<file path="config.mk">
export PLATFORM = sky130hd
export DESIGN_NAME = retire_scoreboard
export DESIGN_NICKNAME = d
export VERILOG_FILES = /design/src/rtl/retire_scoreboard.sv
export SDC_FILE = /design/constraint.sdc
export NUM_CORES = 1
export LEC_CHECK = 0
export ABC_AREA = 1
export CORE_UTILIZATION = 57
export DETAILED_ROUTE_END_ITERATION = 10
export PLACE_DENSITY = 0.88
export SLEW_MARGIN = 15
export SYNTH_ARGS = -nofsm -noshare
export SYNTH_HDL_FRONTEND = slang
export SYNTH_SLANG_ARGS = --single-unit
</file>
<file path="constraint.sdc">
create_clock -name clk -period 4.57 [get_ports clk]
set_input_delay 0.914 -clock clk [delete_from_list [all_inputs] [get_ports clk]]
set_output_delay 0.914 -clock clk [all_outputs]
set_load 0.1 [all_outputs]
</file>
<file path="src/rtl/retire_scoreboard.sv">
// rtl/retire_scoreboard.sv - in-order retirement checker with expected-record queue
// Pops one expected record per retire, latches the first mismatch, counts retirements and flags clean HLT.
module retire_scoreboard #(
   parameter int DATA_W = 16,
   parameter int ADDR_W = 16,
   parameter int REG_W  = 4,
   parameter int DEPTH  = 8,
   parameter int CNT_W  = 16
) (
   input  logic                      clk,
   input  logic                      rst_n,
   input  logic                      i_exp_valid,
   output logic                      o_exp_ready,
   input  logic [ADDR_W-1:0]         i_exp_pc,
   input  logic [REG_W-1:0]          i_exp_rd,
   input  logic [DATA_W-1:0]         i_exp_data,
   input  logic                      i_exp_we,
   input  logic                      i_exp_hlt,
   input  logic                      i_ret_valid,
   input  logic [ADDR_W-1:0]         i_ret_pc,
   input  logic [REG_W-1:0]          i_ret_rd,
   input  logic [DATA_W-1:0]         i_ret_data,
   input  logic                      i_ret_we,
   input  logic                      i_ret_hlt,
   input  logic                      i_err_clr,
   output logic                      o_error,
   output logic [2:0]                o_err_code,
   output logic [ADDR_W-1:0]         o_err_pc,
   output logic [DATA_W-1:0]         o_err_exp,
   output logic [DATA_W-1:0]         o_err_act,
   output logic [CNT_W-1:0]          o_retired_cnt,
   output logic [$clog2(DEPTH):0]    o_occupancy,
   output logic                      o_done
);
   localparam int AW = $clog2(DEPTH);
   localparam int OW = AW + 1;

   logic [ADDR_W-1:0] r_pc_mem   [DEPTH];
   logic [REG_W-1:0]  r_rd_mem   [DEPTH];
   logic [DATA_W-1:0] r_data_mem [DEPTH];
   logic              r_we_mem   [DEPTH];
   logic              r_hlt_mem  [DEPTH];

   logic [OW-1:0]     r_wr_ptr;
   logic [OW-1:0]     r_rd_ptr;
   logic              r_error;
   logic [2:0]        r_err_code;
   logic [ADDR_W-1:0] r_err_pc;
   logic [DATA_W-1:0] r_err_exp;
   logic [DATA_W-1:0] r_err_act;
   logic [CNT_W-1:0]  r_cnt;
   logic              r_done;

   logic              w_full;
   logic              w_empty;
   logic              w_push;
   logic              w_pop;
   logic [ADDR_W-1:0] w_h_pc;
   logic [REG_W-1:0]  w_h_rd;
   logic [DATA_W-1:0] w_h_data;
   logic              w_h_we;
   logic              w_h_hlt;
   logic [2:0]        w_code;
   logic [DATA_W-1:0] w_exp_data;

   // The extra wrap bit distinguishes full from empty when the index bits match.
   assign w_empty     = (r_wr_ptr == r_rd_ptr);
   assign w_full      = (r_wr_ptr[AW] != r_rd_ptr[AW]) && (r_wr_ptr[AW-1:0] == r_rd_ptr[AW-1:0]);
   assign o_exp_ready = !w_full && !r_done;
   assign w_push      = i_exp_valid && o_exp_ready;
   assign w_pop       = i_ret_valid && !w_empty && !r_done;

   assign w_h_pc   = r_pc_mem[r_rd_ptr[AW-1:0]];
   assign w_h_rd   = r_rd_mem[r_rd_ptr[AW-1:0]];
   assign w_h_data = r_data_mem[r_rd_ptr[AW-1:0]];
   assign w_h_we   = r_we_mem[r_rd_ptr[AW-1:0]];
   assign w_h_hlt  = r_hlt_mem[r_rd_ptr[AW-1:0]];

   always_ff @(posedge clk) begin
      if (w_push) begin
         r_pc_mem[r_wr_ptr[AW-1:0]]   <= i_exp_pc;
         r_rd_mem[r_wr_ptr[AW-1:0]]   <= i_exp_rd;
         r_data_mem[r_wr_ptr[AW-1:0]] <= i_exp_data;
         r_we_mem[r_wr_ptr[AW-1:0]]   <= i_exp_we;
         r_hlt_mem[r_wr_ptr[AW-1:0]]  <= i_exp_hlt;
      end
   end

   // Once done, no record is popped, so retire-after-done outranks the empty-queue check.
   always_comb begin
      w_code     = 3'd0;
      w_exp_data = '0;
      if (i_ret_valid) begin
         if (r_done) begin
            w_code = 3'd7;
         end else if (w_empty) begin
            w_code = 3'd1;
         end else begin
            w_exp_data = w_h_data;
            if (i_ret_pc != w_h_pc)
               w_code = 3'd2;
            else if (i_ret_we != w_h_we)
               w_code = 3'd3;
            else if (w_h_we && (i_ret_rd != w_h_rd))
               w_code = 3'd4;
            else if (w_h_we && (w_h_rd != '0) && (i_ret_data != w_h_data))
               w_code = 3'd5;
            else if (i_ret_hlt != w_h_hlt)
               w_code = 3'd6;
         end
      end
   end

   always_ff @(posedge clk) begin
      if (!rst_n) begin
         r_wr_ptr   <= '0;
         r_rd_ptr   <= '0;
         r_error    <= 1'b0;
         r_err_code <= 3'd0;
         r_err_pc   <= '0;
         r_err_exp  <= '0;
         r_err_act  <= '0;
         r_cnt      <= '0;
         r_done     <= 1'b0;
      end else begin
         if (w_push)
            r_wr_ptr <= r_wr_ptr + OW'(1);
         if (w_pop)
            r_rd_ptr <= r_rd_ptr + OW'(1);
         if (w_pop && (r_cnt != '1))
            r_cnt <= r_cnt + CNT_W'(1);
         if (w_pop && w_h_hlt && i_ret_hlt && (w_code == 3'd0))
            r_done <= 1'b1;
         // A fresh error in the clearing cycle wins over the clear.
         if ((w_code != 3'd0) && (!r_error || i_err_clr)) begin
            r_error    <= 1'b1;
            r_err_code <= w_code;
            r_err_pc   <= i_ret_pc;
            r_err_exp  <= w_exp_data;
            r_err_act  <= i_ret_data;
         end else if (i_err_clr) begin
            r_error    <= 1'b0;
            r_err_code <= 3'd0;
            r_err_pc   <= '0;
            r_err_exp  <= '0;
            r_err_act  <= '0;
         end
      end
   end

   assign o_error       = r_error;
   assign o_err_code    = r_err_code;
   assign o_err_pc      = r_err_pc;
   assign o_err_exp     = r_err_exp;
   assign o_err_act     = r_err_act;
   assign o_retired_cnt = r_cnt;
   assign o_occupancy   = r_wr_ptr - r_rd_ptr;
   assign o_done        = r_done;

endmodule
</file>
; After elaboration in Yosys (flattened, before gate mapping)
; Memory sizes are Yosys's and may differ from the RTL's. A register that Yosys moved wholly into a read port is not among the register bits.
; Cells that the tools add are included.
[totals]
inputBits = 81
mem_count = 5
wordCells = 80
reg_bits = 77
mem_bits_rw = 304
output_inout_bits = 74
[classes]
n_mux = 31
reduce_logical = 22
add_sub_neg = 4
n_eq_ne = 9
[memory_table]
columns = memory, depth, word_bits, read_ports, rd_clocked_by_memory_dff, wr, line
row1 = r_data_mem, 8, 16, 1, 1, 1, 40  ; logic [DATA_W-1:0] r_data_mem [DEPTH];
row2 = r_pc_mem, 8, 16, 1, 1, 1, 38  ; logic [ADDR_W-1:0] r_pc_mem [DEPTH];
row3 = r_rd_mem, 8, 4, 1, 1, 1, 39  ; logic [REG_W-1:0] r_rd_mem [DEPTH];
row4 = r_hlt_mem, 8, 1, 1, 1, 1, 42  ; logic r_hlt_mem [DEPTH];
row5 = r_we_mem, 8, 1, 1, 1, 1, 41  ; logic r_we_mem [DEPTH];
[ops]
columns = operator, count
row1 = two-way mux 16 bit, 7
row2 = two-way mux 3 bit, 20
row3 = != test 16 bit, 2
row4 = "adder 16 x 1 -> 16 bit, second input constant", 1
row5 = "!= test 16 bit, second input constant", 1
row6 = logical AND 1 bit, 13
row7 = "adder 4 x 1 -> 4 bit, second input constant", 2
row8 = == test 4 bit, 1
row9 = zero test 1 bit, 4
row10 = two-way mux 1 bit, 4
row11 = != test 4 bit, 1
row12 = nonzero test 4 bit, 1
row13 = subtractor 4 bit, 1
row14 = == test 3 bit, 1
row15 = zero test 3 bit, 1
row16 = != test 1 bit, 3
row17 = nonzero test 3 bit, 1
row18 = nonzero test 2 bit, 1
row19 = logical OR 1 bit, 1

; Longest topological paths before layout
[depth]
word_depth = 13
mapped_depth = 27
ltp_nobuf = 23

; Worst setup path before layout
; Ideal clock, no wire load.
[synth_timing]
path_kind = reg-to-reg
start = register r_wr_ptr[0]
end = memory r_data_mem[7][0], enable pin
synth_period_minus_slack_ns = 5.658
setup_slack_ns = -1.088
t_required_ns = 4.134
stages_incl_launch_ff = 10
arrival_time_ns = 5.221
setup_ns = 0.436
n_path_buf = 0
path_cell_list = dfxtp_1 inv_1 ha_1 inv_1 nor3_1 a21oi_1 nand2_1 nor2_1 inv_1 nor2_1
[synth_via]
elab_chain_cells = 7
[synth_lines]
columns = element, line
row1 = "start, declared", 44  ; logic [OW-1:0] r_wr_ptr;
row2 = "start signal, assigned", 127  ; r_wr_ptr <= r_wr_ptr + OW'(1);
row3 = == test 3 bit, 68  ; assign w_full = (r_wr_ptr[AW] != r_rd_ptr[AW]) && (r_wr_ptr[AW-1:0] == r_rd_ptr[AW-1:0]);
row4 = logical AND 1 bit, 68
row5 = zero test 1 bit, 69  ; assign o_exp_ready = !w_full && !r_done;
row6 = logical AND 1 bit, 69
row7 = via o_exp_ready, 13  ; output logic o_exp_ready,
row8 = logical AND 1 bit, 70  ; assign w_push = i_exp_valid && o_exp_ready;
row9 = two-way mux 1 bit, 80  ; if (w_push) begin
row10 = two-way mux 1 bit (implied by the code), 83  ; r_data_mem[r_wr_ptr[AW-1:0]] <= i_exp_data;
row11 = "end, declared", 40
; The timed path passes the listed nets, and every way through them passes these cells.

==> impl_results.md <==
- Synthesized area: 16600 µm²
- Slew margin rel.: 0.280
- Worst hold start: o_err_act[0]
- Hold endpoint: o_err_act[0]
- Post-layout util: 0.686
- Clk Latency, worst-skew pair: 0.52 ns
- Worst vdd rail ir drop: 0.286 mV
- Total number of vias: 13.0k
- Synth area leaders: edfxtp_1 (55%), dfxtp_1 (9.7%), nand2_1 (8.3%), nand3_1 (7.2%), nor2_1 (4.8%)
- DRC: 0
- Lkg Pwr: 7.53 nW
- PwrDens: 503 nW/µm²
- IO Pins: 155
- CP cell instances: buf_4, o21ai_0, o221ai_1, nand2_1, a21oi_1, nand2_1, nand2_1, nand2_1, nand2_1, nand2_1, nand2_2, nand3_4, nand2_8, nand3_2, a21oi_1
- Worst Skew: 0.0147 ns
- Final hold vios: 0
- Layout cells sized above 1: 0.0595
- Tmin final: 4.11 ns
- Total Power: 9.87 mW
- RSZ-0062 raised after global routing: false
- Synth Register Bits: 384
- Grt ovf: 0
- Syn nets: 1766
- H-tree depth: 2
- R2r setup slk: 0.46 ns
- Ys flop type: edfxtp_1
- Fill count: 1870
- # rows: 62
- Via-to-Cell Ratio: 5.86
- Placed Instances: 2153
- Synthesis Warnings: 0
- Hold buffer count at CTS: 0
- Layout Cells excl Fill: 2217
- Storage cell area: 10700 µm²
- Die Area: 29800 µm²
- First-pass GRT wire length: 66400 µm
- R2R cell count: 15
- Finish-stage setup viols: 0
- Synth async-reset ratio: 0
- Total GRT Usage: 0.286
- Drt wl/cell: 19.4 µm
- Final WL: 42900 µm
- WS Path Type: reg -> reg
- Die Height: 173 µm
- Area share of the largest cell type after synthesis: 0.551
- DRT iter0 DRCs: 1696
- Hold path depth: 2
- Post-synthesis sequential area ratio: 0.647
- Clock Root Buffer: clkbuf_16
- Most numerous cell in the Yosys netlist: nand2_1
- Final Cycle Share: 0.900
- Req. time, crit path: 4.99 ns
- Vias in the first global route: 12.4k
- Crit end category: flip-flop
- Clk sinks: 384
- CTS max path bufs: 3
- Largest net degree at the start of global routing: 138
- Fmax: 243 MHz
- Max-cap violation count: 0
- Max-slew violations: 0
- RR Endpoint: o_err_act[4]
- Slowest CP cell: buf_4
- Routability-driven placement congestion ratio: 0.898
- CTS tree: yes
- Layout area overhead: 18.4%
- WP buf/inv: 1
- Most frequent cells after synthesis: nand2_1 (365), edfxtp_1 (304), nand3_1 (240), nor2_1 (212), inv_1 (153)
- Hold Crit Class: reg -> reg
- Port Buffer Count: 154
- Yosys top cell by area: edfxtp_1
- Most frequent cell on the critical path: nand2_1
- Nets: 1896
- Sum Neg Setup Slack: 0 ns
- Crit start category: flip-flop
- Synth unique cells: 42
- Router iterations before antenna repair: 5
- Worst-margin pin slew: 1.08 ns
- Area of the multi-input gates: 4870 µm²
- HPWL after DPL: 25700 µm
- Post-route ant nets: 0
- Data arrival time of the worst path: 4.54 ns
- Post-CTS Resized: 0
- Status: complete, no violations
- Syn Area/Cell: 9.88 µm²
- Post-Syn Instances: 1678
- DIE WIDTH: 173 µm
- Antenna violations before repair: 3
- CTS clk-pin slew, worst paths: 0.06 ns
- Critical path fanouts, max: 82
- Largest incremental delay on the critical path: 0.77 ns
- Delay-heaviest family, CP: simple AND/OR/NAND/NOR gates
- Post-CTS Setup Repair Bufs: 0
- Post-synth EDFFs: 304
- Core ar.: 28600 µm²
- Starting Density: 0.579
- Num CTS Buffers: 37
-- final cells by class --
cell class / instances / area share
multi-input combinational: 1049 / 0.248
inverter: 157 / 0.0301
tap: 384 / 0.0245
clock inverter: 18 / 0.00873
timing repair buffer: 179 / 0.0905
sequential: 384 / 0.547
clock buffer: 45 / 0.0514
antenna: 1 / 0.000127
-- per-layer routing --
layer | global-route usage | part of all wire
met1 | 0.376 | 0.37
met3 | 0.0688 | 0.12
met5 | 0 | 0.00072
met2 | 0.456 | 0.47
met4 | 0.121 | 0.036
-- worst max-delay path by stage --
stage	start	to	slack, ns	cells past startpoint
final	flip-flop	o_err_act[4]	0.46	15
after global routing	flip-flop	o_err_act[15]	0.13	15
after CTS	flip-flop	o_err_act[4]	0.56	15
after detailed placement	flip-flop	o_err_act[11]	0.76	15
after global placement	flip-flop	o_error	0.89	20
after floorplan	r_wr_ptr[0]	r_data_mem[2][0]	0.16	9
-- cell families (layout without fill, tap and decap cells) --
family | Yosys count | count (layout) | share of synthesized area
adders and majority gates | 7 | 7 | 0.00573
other | 0 | 1 | 0
buffers and inverters | 245 | 399 | 0.0632
AOI/OAI and AO/OA | 162 | 162 | 0.0509
muxes | 1 | 1 | 0.000604
xor gates and xnor gates | 6 | 6 | 0.00317
DFF | 384 | 384 | 0.647
and+or+nand+nor | 873 | 873 | 0.229
-- sequential cells by signal (all words and copies together), names as in the netlist, named ones only --
name,count
o_err_act,16
o_err_code,3
r_we_mem,8
r_rd_ptr,4
r_rd_mem,32
r_hlt_mem,8
r_data_mem,128
o_done,1
r_wr_ptr,4
o_err_exp,16
o_retired_cnt,16
r_pc_mem,128
o_error,1
o_err_pc,16
-- metrics by stage --
step	hold WS [ns]	cell area, µm²	setup slack, ns
floorplan	0.463	16600	0.164
global route	0.498	19600	0.128
detailed placement	0.468	18500	0.757
finish	0.471	19600	0.456
CTS	0.476	19600	0.563
global placement	0.461	18500	0.889
-- report_power, final --
part / internal, mW / switching (mW) / total, mW
sequential: 3.95 / 0.106 / 4.06
clock: 1.74 / 1.25 / 2.99
combinational: 0.741 / 2.08 / 2.83
total: 6.43 / 3.44 / 9.87
-- worst register-to-register path, cell delays in order, from the launching register on --
cell and delay [ns]:
dfxtp_2 0.33, buf_4 0.77, o21ai_0 0.38, o221ai_1 0.29, nand2_1 0.21, a21oi_1 0.40
nand2_1 0.14, nand2_1 0.08, nand2_1 0.05, nand2_1 0.05, nand2_1 0.08, nand2_2 0.08
nand3_4 0.39, nand2_8 0.47, nand3_2 0.14, a21oi_1 0.17
-- layout by cell type, fill, tap and decap left out, drive strengths merged, types with 2 or more instances in the layout --
cell type and count:
a21oi 73, buf 26, bufinv 3, clkbuf 45
clkdlybuf4s50 153, clkinv 13, clkinvlp 2, dfxtp 80
edfxtp 304, ha 6, inv 157, nand2 367
nand3 250, nand3b 26, nand4 4, nor2 212
nor3 9, nor4 2, o21a 2, o21ai 77
o221ai 2, o22ai 2, xor2 5
Power figures use the tool's default switching activity.
==> edit 1 (config.mk and constraints unchanged) <==
Reset style: asynchronous (`rst_n`), changed in one clocked block.
--- a/src/rtl/retire_scoreboard.sv
+++ b/src/rtl/retire_scoreboard.sv
@@ -111,7 +111,7 @@
       end
    end
 
-   always_ff @(posedge clk) begin
+   always_ff @(posedge clk or negedge rst_n) begin
       if (!rst_n) begin
          r_wr_ptr   <= '0;
          r_rd_ptr   <= '0;
Behaviour: differs if rst_n is asserted again (counterexample within 4 cycles, from zero or initial values and one cycle with rst_n low); with rst_n held inactive, the same outputs for 4 cycles.
==> edit 1 against the unedited design <==
- sequential cell count shrank 3
- cell area grew 0.61%
- global-route usage grew 0.37 points
- worst setup slack lost 0.072 ns
- synthesized area grew 0.43%
- wire length grew 1.1%
- sequential share of layout area grew 1.3 points
- critical path type unchanged
- highest routed layer unchanged
Power is not compared: it rests on default switching activity, and its combinational part moved more than twofold at a synthesized area within 25%.
==> edit 1: results (changes against the unedited design) <==
leakage 8.241 nW; most frequent cells after synthesis nand2_1 (455), edfxtp_1 (304), nand3_1 (237); Synth Area in Compound Gates 2.397% (-2.7 points); top cells by area, synth edfxtp_1 (55%), dfrtp_1 (12%), nand2_1 (10%), nand3_1 (7.1%), nor2_1 (4.0%); Placed Cells incl. Taps 2118 (-1.6%); mean post-synth cell area 10.14 sq um (+2.6%); syn_nets 1731 (-2.0%); Clock Skew 0.02170 ns (+0.007018 ns); pre-CTS setup slack 0.6680 ns (-0.08864 ns); Synth Area in Adders 0.5710% (-0.0025 points); DR vias 12670 (-2.4%); final RePlAce weighted congestion 0.8729 (-2.8%); wirelength, routed 43.42 mm (+1.1%); fill cell count 1880 (+0.53%); Slew @ Worst Pin 1.076 ns (-0.0005912 ns); CP arrival 4.65 ns (+0.11 ns); routed wl met3 5.186 mm (-0.71%); met1 GRT Util 37.96% (+0.36 points); Post-synth ARST share 20.21% (+20 points); hpwl dp 25.52 mm (-0.82%); Post-Synth XOR/XNOR Area 1.367% (+1.1 points); vias in the first global route 12390 (+0.25%); first-pass GRT wire length 66.71 mm (+0.51%); post-synthesis sequential area ratio 66.39% (+1.7 points); initial DRC count 1751 (+3.2%); Synth cell types 30 (-29%); CP max-delay cell dfrtp_4; Layout Cells excl Fill 2187 (-1.4%); GR met2 Demand/Resource 45.70% (+0.12 points); Clock Latency Late Sink 0.54 ns (+0.02 ns); Longest Clk Path Bufs 3 (unchanged); share of layout cells above drive strength 1 5.494% (-0.46 points); multiplexer area fraction after synthesis 0% (-0.060 points); grt met3 use 6.596% (-0.29 points); routed wl met2 20.19 mm (about the same); Final Cell Area 0.01975 sq mm (+0.61%); hold crit path type reg2reg; status finished, final reports clean; Pre-antenna DRT Iters 6 (+1)
## edit 1: cell count changes in the layout (fill, tap and decap cells not counted), sizes merged, moves of 11 or more
cell,before,now
nand2,367,456
xor2,5,20
dfxtp,80,0
dfrtp,0,77
nor2,212,177
nand3,250,238
nand4,4,15
a21oi,73,4
## edit 1: worst paths after layout
path / from / endpoint / slack (ns) / cells after the start
max in group asynchronous: rst_n / r_rd_ptr[0]$_DFFE_PN0P_ / 3.34 / 1
min in group asynchronous: rst_n / o_retired_cnt[5]$_DFFE_PN0P_ / 0.54 / 1
hold reg to reg: o_err_pc[0]$_DFFE_PN0P_ / o_err_pc[0]$_DFFE_PN0P_ / 0.50 / 2
setup reg to reg: r_rd_ptr[0]$_DFFE_PN0P_ / o_err_act[5]$_DFFE_PN0P_ / 0.38 / 21
setup / recovery: r_rd_ptr[0]$_DFFE_PN0P_ / o_err_act[5]$_DFFE_PN0P_ / 0.38 / 21
hold / removal: o_err_pc[0]$_DFFE_PN0P_ / o_err_pc[0]$_DFFE_PN0P_ / 0.50 / 2
## edit 1: cell type report
cell class / count / area share (%)
tap: 384 / 2.432
multi-input combinational: 1023 / 23.53
clock inverter: 14 / 0.5764
antenna: 1 / 0.01267
inverter: 157 / 2.990
timing repair buffer: 173 / 8.956
clock buffer: 54 / 5.511
sequential: 381 / 55.99
## edit 1: power breakdown
| group | total (mW) | internal [mW] | switching [mW] | leakage (nW) |
|---|---|---|---|---|
| Sequential | 3.80 | 3.78 | 0.0229 | 3.70 |
| Clock | 3.00 | 1.72 | 1.28 | 0.593 |
| Combinational | 0.580 | 0.152 | 0.429 | 3.95 |
==> edit 2 (same settings) <==
Without the edit above. Change the parameter `DEPTH` from 8 to 4.
--- a/src/rtl/retire_scoreboard.sv
+++ b/src/rtl/retire_scoreboard.sv
@@ -4,7 +4,7 @@
    parameter int DATA_W = 16,
    parameter int ADDR_W = 16,
    parameter int REG_W  = 4,
-   parameter int DEPTH  = 8,
+   parameter int DEPTH  = 4,
    parameter int CNT_W  = 16
 ) (
    input  logic                      clk,
Interface: changed (resized o_occupancy); port bits go from 155 to 154. No check against the original RTL was run, so the function may have changed too.
==> edit 2 against the unedited design <==
- combinational power decreased by 17%
- utilization grew 3.3 points
- global-route usage grew 0.071 points
- wire length down 39%
- non-clock buffer count down 13
- sequential cell count fell by 155
- cell area is 37% lower
- synthesized area fell by 39%
- total power shrank 32%
- hold slack improved by 0.00095 ns
- worst setup slack better by 0.19 ns
- critical endpoint is now o_err_act[3]$_SDFFE_PN0P_
==> edit 2: results (changes against the unedited design) <==
status finished, final reports clean; Slew @ Worst Pin 1.010 ns (-0.06698 ns); Net Sw Frac 39.42% (+4.5 points); post-synthesis sequential area ratio 60.63% (-4.1 points); Highest Signal Layer met4; routed wl met2 12.58 mm (-38%); largest net degree at the start of global routing 77 (-44%); fin crit period 3.927 ns (-0.1872 ns); syn_nets 1112 (-37%); routed wl met3 2.464 mm (-53%); GRT Resource Usage Total 28.65% (+0.071 points); I/O Buffers 153 (-0.65%); leakage 4.582 nW (-39%); CP arrival 4.37 ns (-0.17 ns); DR vias 8230 (-37%); Worst R2R Path Depth 18 (+3); Crit path largest cell delay 0.86 ns (+0.09 ns); Sequential Power Share 37.4% (-3.7 points); Peak VDD IR 0.4087 mV (+43%); Clock Skew 0.01107 ns (-0.003618 ns); hpwl dp 16.76 mm (-35%); CTS buffer count 24 (-35%); initial DRC count 798 (-53%); GR met2 Demand/Resource 47.39% (+1.8 points); Synth cell types 36 (-14%); initial antenna violation count 3 (unchanged); H-tree Lvls 1 (-1); wirelength, routed 26.07 mm (-39%); share of layout cells above drive strength 1 8.000% (+2.1 points); Max Fanout on Critical Path 76 (-7.3%); Synth Area in Compound Gates 4.907% (-0.19 points); Post-Synth XOR/XNOR Area 0.9566% (+0.64 points); Int Power 4.086 mW (-36%); clock network power share 27.6% (-2.7 points); pre-CTS setup slack 0.7833 ns (+0.02667 ns); worst setup path endpoint o_err_act[3]$_SDFFE_PN0P_; grt met3 use 4.617% (-2.3 points); wire length on met1 10.07 mm (-37%); Final #Nets 1247 (-34%); vias in the first global route 7704 (-38%); CP max-delay cell dfxtp_2; mean post-synth cell area 9.854 sq um (-0.28%); Post-synth EDFFs 152 (-50%); met1 GRT Util 38.10% (+0.50 points); worst reg-to-reg setup slack 0.64 ns (+0.19 ns); final RePlAce weighted congestion 0.8886 (-1.0%)
## edit 2: cell count changes after synthesis, moves of 15 or more
cell	unedited run	this run
nand3_1	240	160
o21ai_0	36	13
o21ai_1	41	1
clkbuf_1	38	23
inv_1	153	38
nand3_2	9	29
buf_2	33	16
nor2_1	212	36
nand2_1	365	290
nor4_1	2	18
edfxtp_1	304	152
## edit 2: worst min path at each step
stage	startpoint	end	slack, ns	cells after the start
final	o_err_pc[2]$_SDFFE_PN0P_	o_err_pc[2]$_SDFFE_PN0P_	0.47	2
after floorplan	r_rd_ptr[2]$_SDFFE_PN0P_	r_rd_ptr[2]$_SDFFE_PN0P_	0.45	2
after global placement	o_err_pc[3]$_SDFFE_PN0P_	o_err_pc[3]$_SDFFE_PN0P_	0.46	2
after CTS	o_err_exp[3]$_SDFFE_PN0P_	o_err_exp[3]$_SDFFE_PN0P_	0.48	2
after detailed placement	o_err_exp[3]$_SDFFE_PN0P_	o_err_exp[3]$_SDFFE_PN0P_	0.47	2
after global routing	o_err_pc[2]$_SDFFE_PN0P_	o_err_pc[2]$_SDFFE_PN0P_	0.49	2
## edit 2: logic make-up (layout without fill, tap and decap cells)
logic type / count (synthesis) / after routing
AO/OA/AOI/OAI: 94 / 94
adder cells (fa/ha/maj): 9 / 9
XOR/XNOR: 11 / 11
flip-flops: 229 / 229
other: 0 / 2
buffers and inverters: 102 / 255
AND/OR/NAND/NOR: 577 / 577
## edit 2: cell type report
cell class / instances / area, sq um
clock inverter: 11 / 90.09
fill: 1184 / 4853
antenna: 2 / 5.005
timing repair buffer: 166 / 1629
tap: 225 / 281.5
sequential: 229 / 6107
multi-input combinational: 691 / 3490
clock buffer: 33 / 669.4
inverter: 45 / 171.4
